$ cat src/rtl/pcie2_x1_ctc_pkg.sv
`default_nettype none
// ============================================================================
// Module  : pcie2_x1_ctc_pkg
// Brief   : Shared types, K-codes and counter sizing for the x1 CTC sequencer.
// Revision: 1.0
// ============================================================================
package pcie2_x1_ctc_pkg;

    typedef enum logic [2:0] {
        ST_IDLE    = 3'd0,
        ST_LOCK    = 3'd1,
        ST_HUNT    = 3'd2,
        ST_RUN     = 3'd3,
        ST_RECOVER = 3'd4
    } ctc_state_e;

    localparam logic [7:0] K_COM = 8'hBC;
    localparam logic [7:0] K_SKP = 8'h1C;

    localparam int unsigned LOCK_CYCLES_DEF  = 64;
    localparam int unsigned SKP_HUNT_N_DEF   = 2;
    localparam int unsigned PAUSE_CYCLES_DEF = 16;
    localparam int unsigned SKP_TIMEOUT_DEF  = 4096;

    // Width of a counter holding 0..n-1; never narrower than one bit.
    function automatic int unsigned cnt_w(input int unsigned n);
        return (n <= 1) ? 1 : $clog2(n);
    endfunction

endpackage
`default_nettype wire

$ cat src/rtl/pcie2_x1_ctc_skp_det.sv
`default_nettype none
// ============================================================================
// Module  : pcie2_x1_ctc_skp_det
// Brief   : Registered COM,SKP detector, aligned or straddling two words.
// Revision: 1.0
// ============================================================================
module pcie2_x1_ctc_skp_det
    import pcie2_x1_ctc_pkg::*;
(
    input  logic        rec_clk,
    input  logic        rst_n,
    input  logic        lsyn_in,
    input  logic [15:0] d_in,
    input  logic [1:0]  k_in,
    output logic        skp_hit
);

    logic com_hi_q, com_hi_d;
    logic hit_q, hit_d;

    always_comb begin
        com_hi_d = lsyn_in && k_in[1] && (d_in[15:8] == K_COM);
        hit_d    = ((k_in == 2'b11) && (d_in[7:0] == K_COM) && (d_in[15:8] == K_SKP))
                || (com_hi_q && k_in[0] && (d_in[7:0] == K_SKP));
    end

    always_ff @(posedge rec_clk or negedge rst_n) begin
        if (!rst_n) begin
            com_hi_q <= 1'b0;
            hit_q    <= 1'b0;
        end else begin
            com_hi_q <= com_hi_d;
            hit_q    <= hit_d;
        end
    end

    assign skp_hit = hit_q;

endmodule
`default_nettype wire

$ cat src/rtl/pcie2_x1_ctc_seq.sv
`default_nettype none
// ============================================================================
// Module  : pcie2_x1_ctc_seq
// Brief   : Rec_clk CTC sequencer driving the elastic FIFO disable/pause.
//           Define CTC_SEQ_STATS_EN to enable overflow/recover statistics.
// Revision: 1.0
// ============================================================================
module pcie2_x1_ctc_seq
    import pcie2_x1_ctc_pkg::*;
#(
    parameter int unsigned LOCK_CYCLES  = LOCK_CYCLES_DEF,
    parameter int unsigned SKP_HUNT_N   = SKP_HUNT_N_DEF,
    parameter int unsigned PAUSE_CYCLES = PAUSE_CYCLES_DEF,
    parameter int unsigned SKP_TIMEOUT  = SKP_TIMEOUT_DEF
) (
    input  logic        rst_n,
    input  logic        rec_clk,
    input  logic        lsyn_in,
    input  logic [15:0] d_in,
    input  logic [1:0]  k_in,
    input  logic        oflow_in,
    input  logic        force_dsb,
    output logic        ctc_dsb,
    output logic        ctc_pause,
    output logic        ctc_active,
    output logic        skp_tmo,
    output logic [2:0]  state_o,
    output logic [15:0] oflow_cnt,
    output logic [15:0] rec_cnt
);

    localparam int unsigned LOCK_W  = cnt_w(LOCK_CYCLES);
    localparam int unsigned HUNT_W  = cnt_w(SKP_HUNT_N);
    localparam int unsigned PAUSE_W = cnt_w(PAUSE_CYCLES);
    localparam int unsigned TMO_W   = cnt_w(SKP_TIMEOUT);

    localparam logic [LOCK_W-1:0]  LOCK_LAST  = LOCK_W'(LOCK_CYCLES - 1);
    localparam logic [HUNT_W-1:0]  HUNT_LAST  = HUNT_W'(SKP_HUNT_N - 1);
    localparam logic [PAUSE_W-1:0] PAUSE_LAST = PAUSE_W'(PAUSE_CYCLES - 1);
    localparam logic [TMO_W-1:0]   TMO_LAST   = TMO_W'(SKP_TIMEOUT - 1);

    ctc_state_e         state_q, state_d;
    logic [LOCK_W-1:0]  lock_cnt_q, lock_cnt_d;
    logic [HUNT_W-1:0]  skp_cnt_q, skp_cnt_d;
    logic [PAUSE_W-1:0] pause_cnt_q, pause_cnt_d;
    logic [TMO_W-1:0]   tmo_cnt_q, tmo_cnt_d;
    logic               oflow_q;
    logic               oflow_edge;
    logic               tmo_fire;
    logic               skp_hit;

    pcie2_x1_ctc_skp_det u_skp_det (
        .rec_clk (rec_clk),
        .rst_n   (rst_n),
        .lsyn_in (lsyn_in),
        .d_in    (d_in),
        .k_in    (k_in),
        .skp_hit (skp_hit)
    );

    assign oflow_edge = oflow_in && !oflow_q;

    always_comb begin
        state_d     = state_q;
        lock_cnt_d  = lock_cnt_q;
        skp_cnt_d   = skp_cnt_q;
        pause_cnt_d = pause_cnt_q;
        tmo_cnt_d   = tmo_cnt_q;
        tmo_fire    = 1'b0;
        if (force_dsb || ((state_q != ST_IDLE) && !lsyn_in)) begin
            state_d    = ST_IDLE;
            lock_cnt_d = '0;
        end else begin
            case (state_q)
                // The IDLE sample with lsyn_in high counts as the first locked cycle.
                ST_IDLE: begin
                    if (lsyn_in) begin
                        state_d    = ST_LOCK;
                        lock_cnt_d = LOCK_W'(1);
                    end
                end
                ST_LOCK: begin
                    if (lock_cnt_q == LOCK_LAST) begin
                        state_d   = ST_HUNT;
                        skp_cnt_d = '0;
                    end else begin
                        lock_cnt_d = lock_cnt_q + LOCK_W'(1);
                    end
                end
                ST_HUNT: begin
                    if (skp_hit) begin
                        if (skp_cnt_q == HUNT_LAST) begin
                            state_d   = ST_RUN;
                            tmo_cnt_d = '0;
                        end else begin
                            skp_cnt_d = skp_cnt_q + HUNT_W'(1);
                        end
                    end
                end
                ST_RUN: begin
                    if (oflow_edge) begin
                        state_d     = ST_RECOVER;
                        pause_cnt_d = '0;
                    end else if (skp_hit) begin
                        tmo_cnt_d = '0;
                    end else if (tmo_cnt_q == TMO_LAST) begin
                        tmo_fire  = 1'b1;
                        tmo_cnt_d = '0;
                    end else begin
                        tmo_cnt_d = tmo_cnt_q + TMO_W'(1);
                    end
                end
                ST_RECOVER: begin
                    if (oflow_edge) begin
                        pause_cnt_d = '0;
                    end else if (pause_cnt_q == PAUSE_LAST) begin
                        state_d   = ST_HUNT;
                        skp_cnt_d = '0;
                    end else begin
                        pause_cnt_d = pause_cnt_q + PAUSE_W'(1);
                    end
                end
                default: state_d = ST_IDLE;
            endcase
        end
    end

    // Outputs are decoded from the next state so they change on the entry edge.
    always_ff @(posedge rec_clk or negedge rst_n) begin
        if (!rst_n) begin
            state_q     <= ST_IDLE;
            lock_cnt_q  <= '0;
            skp_cnt_q   <= '0;
            pause_cnt_q <= '0;
            tmo_cnt_q   <= '0;
            oflow_q     <= 1'b0;
            ctc_dsb     <= 1'b1;
            ctc_pause   <= 1'b0;
            ctc_active  <= 1'b0;
            skp_tmo     <= 1'b0;
        end else begin
            state_q     <= state_d;
            lock_cnt_q  <= lock_cnt_d;
            skp_cnt_q   <= skp_cnt_d;
            pause_cnt_q <= pause_cnt_d;
            tmo_cnt_q   <= tmo_cnt_d;
            oflow_q     <= oflow_in;
            ctc_dsb     <= (state_d == ST_IDLE) || (state_d == ST_LOCK) || (state_d == ST_HUNT);
            ctc_pause   <= (state_d == ST_RECOVER);
            ctc_active  <= (state_d == ST_RUN);
            skp_tmo     <= tmo_fire;
        end
    end

    assign state_o = state_q;

`ifdef CTC_SEQ_STATS_EN
    logic [15:0] oflow_cnt_q;
    logic [15:0] rec_cnt_q;

    always_ff @(posedge rec_clk or negedge rst_n) begin
        if (!rst_n) begin
            oflow_cnt_q <= '0;
            rec_cnt_q   <= '0;
        end else begin
            if (oflow_edge && (oflow_cnt_q != 16'hFFFF)) begin
                oflow_cnt_q <= oflow_cnt_q + 16'd1;
            end
            if ((state_q == ST_RUN) && (state_d == ST_RECOVER) && (rec_cnt_q != 16'hFFFF)) begin
                rec_cnt_q <= rec_cnt_q + 16'd1;
            end
        end
    end

    assign oflow_cnt = oflow_cnt_q;
    assign rec_cnt   = rec_cnt_q;
`else
    assign oflow_cnt = 16'h0000;
    assign rec_cnt   = 16'h0000;
`endif

endmodule
`default_nettype wire

$ cat config.mk
export PLATFORM = sky130hd
export DESIGN_NAME = pcie2_x1_ctc_seq
export DESIGN_NICKNAME = d
export VERILOG_FILES = /design/src/rtl/pcie2_x1_ctc_pkg.sv /design/src/rtl/pcie2_x1_ctc_skp_det.sv /design/src/rtl/pcie2_x1_ctc_seq.sv
export SDC_FILE = /design/constraint.sdc
export NUM_CORES = 1
export LEC_CHECK = 0
export BUFFER_PORTS_ARGS = -buffer_cell sky130_fd_sc_hd__buf_2
export CORE_MARGIN = 2
export CORE_UTILIZATION = 47
export DETAILED_ROUTE_END_ITERATION = 6
export PLACE_DENSITY = 0.77
export SYNTH_ARGS = -nofsm -noshare
export SYNTH_HDL_FRONTEND = slang
export SYNTH_SLANG_ARGS = --single-unit
export TNS_END_PERCENT = 5
$ cat constraint.sdc
create_clock -name rec_clk -period 2.1 [get_ports rec_clk]
set_input_delay 0.42 -clock rec_clk [delete_from_list [all_inputs] [get_ports rec_clk]]
set_output_delay 0.42 -clock rec_clk [all_outputs]
set_load 0.005 [all_outputs]
==> results.md, run 1 <==
Run status:
- The flow ran to the end, and the final reports show no timing, DRC or antenna violations.

Drt:
- In this run, the number of DRC markers left after iteration 0 of detailed routing was 85.
- The routed length per placed instance is roughly 13 um.
- The final layout contains routed wiring with a total length of around 4.4 mm.
- The number of nets with antenna violations after detailed routing is 0.
- Summing over every cut layer, the via total after detailed routing is between 1.5k and 2k.
- After detailed routing, the number of remaining DRC violations is 0.
- For this run, the detailed router's first-pass iteration total came to 4.
- The routed via count divided by cell count is approximately 5.2.

CTS:
- The clock latency on the worst-skew pair is 0.29 ns.
- The count of clock tree sinks is 33.
- For this design, the CTS-stage hold fixing added 0 buffers.
- Clock tree synthesis inserted a total of 5 buffers.
- The root buffer cell is clkbuf_8.
- TritonCTS built the clock tree.
- The count of H-tree levels built during CTS is 2.
- Clock-pin slew was measured on the worst setup and hold paths at approximately 0.07 ns.
- The clock passes through at most 2 buffers.

STA:
- The headroom to the max-slew limit is between 50% and 60%.
- Counting I/O delays and the setup requirement, the final critical path takes around 2.1 ns.
- The maximum frequency from static timing analysis is 478.5 MHz.
- Setup repair after global routing could not meet its margin everywhere.
- Setup slack closes at a little under 0.01 ns.
- The number of max-slew violations in the final report is 0.
- The setup skew after layout is ~0.0054 ns.
- The hold violation total from the final report is 0.
- The transition at the pin with the smallest max-transition slack is ~0.74 ns.
- Dividing the final minimum period by the clock period gives between 90 and 100%.
- The total setup violations reported at the end of the flow is 0.

Worst setup path:
- The delay contributed by the slowest stage of the critical path is around 0.40 ns.
- The category of the worst setup path capture point is a register.
- The critical path class is register to register.
- For the worst setup path, the data arrival time is around 2.3 ns.
- The worst setup path is launched from a register.
- For the worst flop-to-flop path, the logic depth is 6.
- The largest fanout of any net on the critical path is 7.
- Walking the worst path, the cells encountered are or3b_4 > or3_1 > a311o_2 > buf_6 > o31ai_4 > o41ai_2.
- At the worst endpoint, the required time is approximately 2.3 ns.
- On the critical path, the stage with the largest delay is an instance of or3b_4.

Synth:
- Synthesis handed over a netlist of approximately 230 instances.
- After synthesis, the netlist uses 58 different library cells.
- The average instance in the mapped netlist occupies slightly above 9 sq um.
- The netlist area before placement is 2091 sq um.
- In the synthesized netlist the async set-or-reset flop fraction comes to 100.0%.
- The most common flop cell mapped by yosys is dfrtp_1.
- The proportion of netlist area held by the largest area contributor is a little under two fifths.
- The share of the Yosys chip area taken by registers is about two fifths.
- Yosys attributes the largest share of cell area to dfrtp_1 (38%), buf_4 (12%), nand3_1 (3.6%).
- The library cell with the largest summed area after synthesis is dfrtp_1.
- Yosys printed 0 warnings.
- Counting flops with a built-in enable in the synthesized netlist gives 0.
- The post-synthesis register bit count is 33.

Global route:
- The sum of overflow across all layers after global routing is 0.
- The overall track demand over capacity in global routing is roughly 18%.
- The largest net degree at the start of global routing is 34.
- The wire length of the first global-routing pass is 7.238 mm.
- The via count of the first global-routing pass is approximately 1.6k.
- The initial antenna violation count is 0.

Floorplan:
- After floorplanning, the core was sized to cover 4324 sq um.
- The initial utilization of the core area, before any placement, comes to 48.35%.
- For this design the top-level I/O count stands at 62.
- The horizontal extent of the die is about 71 um.
- The full die area is about 5000 sq um.
- Row generation in the floorplan step produced 24 rows.
- The vertical extent of the die is ~70 um.

Pwr:
- VDD sags by at most 306.5 uV.
- Cell internal power was estimated by the tool at 1.065 mW.
- The net switching share of the total power is between 20% and 30%.
- In this run the static leakage power is ~1.2 nW.
- Per report_power, the clock group accounts for between 40% and 50% of the total.
- The relative contribution of sequential cells to total power is ~47%.
- Per report_power, the combinational group accounts for a little under an eighth of the total.
- The power density over the cells is roughly 560 nW/um^2.
- The power dissipated by switching net loads is 0.3432 mW.

Place:
- Input and output buffers added on the ports amount to 29.
- The congestion estimate from routability-driven global placement came to between 0.8 and 0.9.
- Before CTS, the worst setup slack after placement is -0.07962 ns.
- The half-perimeter wire length after detailed placement is between 3 and 4 mm.

Min path:
- The worst hold path belongs to the class primary input to async pin.

Cells and area:
- The utilization after layout is between 50% and 60%.
- The fraction of layout instances using a drive strength above 1 is around 30%.
- At the end of the flow, the number of nets in the layout was 308.
- The library cells used most frequently in the layout, excluding fill and tap cells, are conb_1 (32), dfrtp_1 (32), buf_2 (29), buf_4 (23), nor2_1 (19).
- From synthesis to final layout, the design area changed by 20.05%.
- The number of antenna diodes is 0.

Run:
- The number of max-capacitance violations reported is 0.
## what timing repair did
action | CTS | global route
pin swaps | 3 | 7
buffers inserted | 1 | 2
gates resized for setup | 3 | 12
endpoints found under the setup margin | 10 | 13
## area by class of cell
cell class / count / area, sq um
fillers: 390 / 1814
multi-input cells: 180 / 1147
flip-flops and latches: 33 / 827.0
repair buffers: 53 / 329.1
clock buffers: 6 / 72.57
well taps: 52 / 65.06
clock inverters: 2 / 35.03
inverters: 9 / 33.78
## final timing paths
path | from | endpoint | slack, ns
min in group rec_clk | oflow_in | oflow_q | 0.26
worst min register to register | tmo_cnt_q[8] | tmo_cnt_q[8] | 0.51
worst max register to register | state_o[1] | tmo_cnt_q[11] | 0.01
max in group asynchronous | rst_n | tmo_cnt_q[9] | 1.44
worst max-delay path | state_o[1] | tmo_cnt_q[11] | 0.01
worst min-delay path | rst_n | pause_cnt_q[1] | 0.19
## layer usage
metal,share of wire (%),global-route usage (%)
met4,1.7,7.757
met1,48,24.18
met2,46,29.18
met3,3.9,3.134
met5,0,0
## cell usage after synthesis (all sizes together), types with 3 or more instances
library cell   n
a211o          5
a21oi         10
and3           5
buf           36
dfrtp         32
ha             3
inv            8
nand2         10
nand2b         3
nand3         15
nand4          5
nor2          21
nor3           8
o21ai          9
o22ai          3
o31ai          7
or2            3
or3            4
xnor2          3
## per-stage QoR
stage                     hold WS [ns]  std cells   TNS, ns  area (sq um)  power [mW]
after global routing            0.2572        335   -0.1957          2510       1.461
after global placement          0.4743        324  -0.03127          2308      0.8143
final                           0.1878        335         0          2510       1.409
after CTS                       0.2183        333   -0.1109          2430       1.404
after floorplan                 0.1244        259   -0.3051          2218      0.7886
after detailed placement        0.4774        324   -0.3122          2308      0.8178
## sequential cells by signal (all words and copies together) (netlist names)
name / flops
ctc_active: 1
ctc_dsb: 1
ctc_pause: 1
lock_cnt_q: 6
oflow_q: 1
pause_cnt_q: 4
skp_cnt_q: 1
skp_tmo: 1
state_o: 3
tmo_cnt_q: 12
u_skp_det.com_hi_q: 1
u_skp_det.skp_hit: 1
## worst max-delay path: cells and delay by family (launching register included)
family,cells,cell delay (ns)
buf+inv,1,0.18
simple gates,2,0.72
compound gates,3,0.69
flops,1,0.38
## power by group through the flow
stage | logic [mW] | registers (mW) | clock network [mW]
finish | 0.162 | 0.657 | 0.589
global route | 0.182 | 0.658 | 0.621
global placement | 0.146 | 0.669 | 0
floorplan | 0.121 | 0.667 | 0
CTS | 0.150 | 0.657 | 0.597
detailed placement | 0.148 | 0.669 | 0
## kinds of logic after synthesis
family / share of synthesized area [%]
compound gates: 17.59
xor+xnor: 1.257
fa+ha+maj: 2.274
buf+inv: 14.60
flops: 39.56
mux: 2.035
other cells: 0.1794
simple gates: 22.50
Power figures use the tool's default switching activity.
==> run 2, diff against run 1 <==
- REMOVE_ABC_BUFFERS: not set -> 1
- SYNTH_HIERARCHICAL: not set -> 1
==> results.md, run 2 <==
CTS:
- In this run, post-CTS repair resized a total of 0 instances.
- The clock latency on the worst-skew pair is around 0.29 ns.
- TritonCTS built the clock tree.
- Clock-pin slew was measured on the worst setup and hold paths at approximately 0.07 ns.
- Buffers inserted to repair hold after CTS numbered 0.
- The H-tree was split into 2 levels.
- CTS saw 33 sinks.
- The tree is rooted in a clkbuf_8.
- The largest buffer count on any clock path is 2.
- The number of buffers created by CTS is 5.
- The number of setup buffers added after CTS is 0.

Global route:
- The initial antenna violation count was 0.
- The via count of the first global-routing pass is approximately 1.4k.
- The wire length of the first global-routing pass is roughly 6.5 mm.
- The overall track demand over capacity in global routing is approximately 16%.
- Entering global routing, the biggest net connects 34 pins.
- The sum of overflow across all layers after global routing is 0.

Floorplan:
- The initial utilization of the core area, before any placement, comes to roughly half.
- The number of I/O pins is between 60 and 70.
- The number of standard-cell rows in the floorplan is 24.
- The floorplan step defined a core boundary enclosing around 4300 sq um.
- The die is around 71 um tall.
- The floorplan step set the die width to slightly above 70 um.
- The die covers about 5000 sq um.

Synth:
- The number of cells produced by synthesis is ~230.
- Of all cell types, the one taking the most synthesized area is dfrtp_1.
- The synthesized netlist occupies a cell area of around 2100 sq um.
- The total of warnings raised by yosys is 6.
- Summing the areas of all compound-gate instances in the mapped netlist gives about 16% of the synthesized area.
- Of the total synthesized cell area, the portion taken by XOR and XNOR cells is less than 1%.
- The most common flop cell mapped by yosys is dfrtp_1.
- By area, the combinational part of the netlist is dominated by simple AND/OR/NAND/NOR gates.
- The proportion of netlist area held by the largest area contributor is between 30% and 40%.
- The post-synthesis average cell area is approximately 9.1 sq um.
- Summing the sequential cell areas from Yosys gives about two fifths of the chip area.
- Counting flops and latches in the post-synthesis netlist gives 33.
- After Yosys synthesis, full adders, half adders and majority gates account for under 10% of the synthesized area.
- Yosys attributes the largest share of cell area to dfrtp_1 (38%), buf_4 (12%), nor2_1 (4.1%).
- Sorting the synthesized cells by how often they occur yields buf_4 (33), dfrtp_1 (32), nor2_1 (23).
- The number of enable flip-flop cells after synthesis is 0.
- The count of different cell masters after synthesis is roughly 60.
- The share of cell area taken by muxes after synthesis is roughly 1.0%.
- Summing the areas of all and, or, nand and nor instances in the mapped netlist gives a little over a quarter of the synthesized area.
- The most frequent cell after synthesis is buf_4.
- The share of synthesized flip-flops with an asynchronous set or reset is between 90% and 100%.

Drt:
- For this block, the via count after detailed routing is 1,621.
- The highest metal layer with signal wires is met4.
- The routed design has about 3.8 mm of wire.
- The total length of routed met3 wires is ~210 um.
- The total length of routed met2 wires is 1.817 mm.
- The number of nets with antenna violations after detailed routing is 0.
- The residual DRC count is 0.
- The routed length per placed instance is approximately 12 um.
- The length of the first detailed-routing pass in iterations is 4.
- For this block, wires on met1 add up to approximately 1.7 mm.
- The initial DRC count is 99.
- The routed via count divided by cell count is around 5.2.

Cells and area:
- The top cell types in the final layout, fill and taps aside, are conb_1 (32), dfrtp_1 (32), buf_2 (29), nor2_1 (23), nand2_1 (19).
- The count of nets after finishing is 287.
- The register with the most flip-flops is tmo_cnt_q.
- The largest registers in the layout are tmo_cnt_q (12), lock_cnt_q (6), pause_cnt_q (4).
- The number of antenna diodes is 0.
- The register with the most flip-flops in the layout has 12 of them.
- The layout overhead on the synthesized area is 7.812%.
- Measured on the finished design, the core utilization comes to 51.91%.
- The post-route netlist has between 20% and 30% of its cells at a drive strength greater than 1.
- The number of filler cells placed in the layout is 414.
- With fillers left out, the area of the finished cells amounts to approximately 2200 sq um.

STA:
- Setup repair after global routing left no endpoint under its margin.
- Setup total negative slack on the finished layout was measured at 0 ns.
- Setup slack on the critical path of the routed design comes to between 0.3 and 0.4 ns.
- The smallest clock period supported by the final layout is computed as around 1.7 ns.
- The post-route clock period utilization is 82.86%.
- The maximum frequency from static timing analysis is ~570 MHz.
- The hold violation total from the final report is 0.
- The setup skew after layout is slightly below 0.005 ns.
- Setup violations remaining at the end of the flow were counted as 0.
- Headroom to the max-slew limit came out at 52.16%.
- The number of max-slew violations in the final report is 0.
- For the pin with the worst max-slew slack, the measured transition is between 0.7 and 0.8 ns.

Run:
- Across the run, the number of max-cap violations was 0.

Worst setup path:
- Data arrives at the worst endpoint at 1.93 ns.
- In this run the worst path has a maximum fanout of 6.
- The worst setup path is captured at a register.
- In this run the register-to-register setup slack is between 0.3 and 0.4 ns.
- The critical path is of the register to register type.
- STA classifies the critical path startpoint as a register.
- At the worst endpoint, the required time is between 2 and 2.5 ns.

Pwr:
- The worst-case IR drop observed on VDD is around 430 uV.
- The power density over the cells is between 500 and 600 nW/um^2.
- The leakage power summed over all cells is roughly 1.1 nW.

Place:
- The worst slack at placement is 0.4038 ns.
- Detailed placement finished with a half-perimeter wire length of 2.836 mm.
- At the end of routability-driven placement, the weighted congestion stood at around 0.80.
- In this run the cell area measured after placement is 2158 sq um.
- The total of buffers placed on input and output ports is 29.

Min path:
- The min-delay analysis places its worst path in the category primary input to async pin.

Run status:
- The run finished with clean final reports.
==> run 2: power breakdown <==
| group | leakage (nW) | internal [mW] | total, mW | switching, mW |
|---|---|---|---|---|
| Sequential | 0.447 | 0.641 | 0.649 | 0.00773 |
| Clock | 0.0439 | 0.228 | 0.462 | 0.234 |
| Combinational | 0.594 | 0.0351 | 0.0975 | 0.0624 |
==> run 2: area by class of cell <==
class                      count  area [sq um]  area share (%)
sequential                    33         827.0           36.85
inverter                       7         26.28           1.171
tap                           52         65.06           2.899
clock inverter                 3         17.52          0.7804
timing repair buffer          30         152.6           6.800
clock buffer                   5         68.82           3.066
multi-input combinational    184          1087           48.44
==> run 2: worst paths after layout <==
path                               start        endpoint  cells after the start
setup / recovery           lock_cnt_q[0]   lock_cnt_q[3]                      6
hold / removal                     rst_n    tmo_cnt_q[8]                      1
setup reg to reg           lock_cnt_q[0]   lock_cnt_q[3]                      6
hold reg to reg            tmo_cnt_q[10]   tmo_cnt_q[10]                      1
max in group asynchronous          rst_n  pause_cnt_q[0]                      1
min in group rec_clk            oflow_in         oflow_q                      1
==> run 2: cell families (layout without fill, tap and decap cells) <==
group           count (synthesis)  after routing
compound gates                 47             47
xor+xnor                        2              2
fa+ha+maj                       4              4
buf+inv                        42             45
flops                          33             33
mux                             2              2
other cells                     1             32
simple gates                   97             97
==> run 2: critical path: stages, from the launching register on <==
cell	delay, ns
dfrtp_1	0.39
ha_1	0.22
nand3_1	0.16
o311a_1	0.44
nor2_2	0.24
o21ai_0	0.13
o31ai_1	0.07
==> run 2: metal layers <==
layer | vias to the layer above | GRT usage [%]
li1 | 806 | -
met1 | 765 | 22.56
met2 | 46 | 24.63
met3 | 4 | 4.274
met4 | 0 | 4.403
met5 | - | 0
==> run 2: metrics by stage <==
| step | hold WS, ns | power (mW) | cells |
|---|---|---|---|
| 2_1_floorplan | 0.1244 | 0.7123 | 224 |
| 3_3_place_gp | 0.4888 | 0.7566 | 306 |
| 3_5_place_dp | 0.4920 | 0.7581 | 306 |
| 4_1_cts | 0.2089 | 1.223 | 314 |
| 5_1_grt | 0.2444 | 1.272 | 314 |
| 6_report | 0.1861 | 1.208 | 314 |
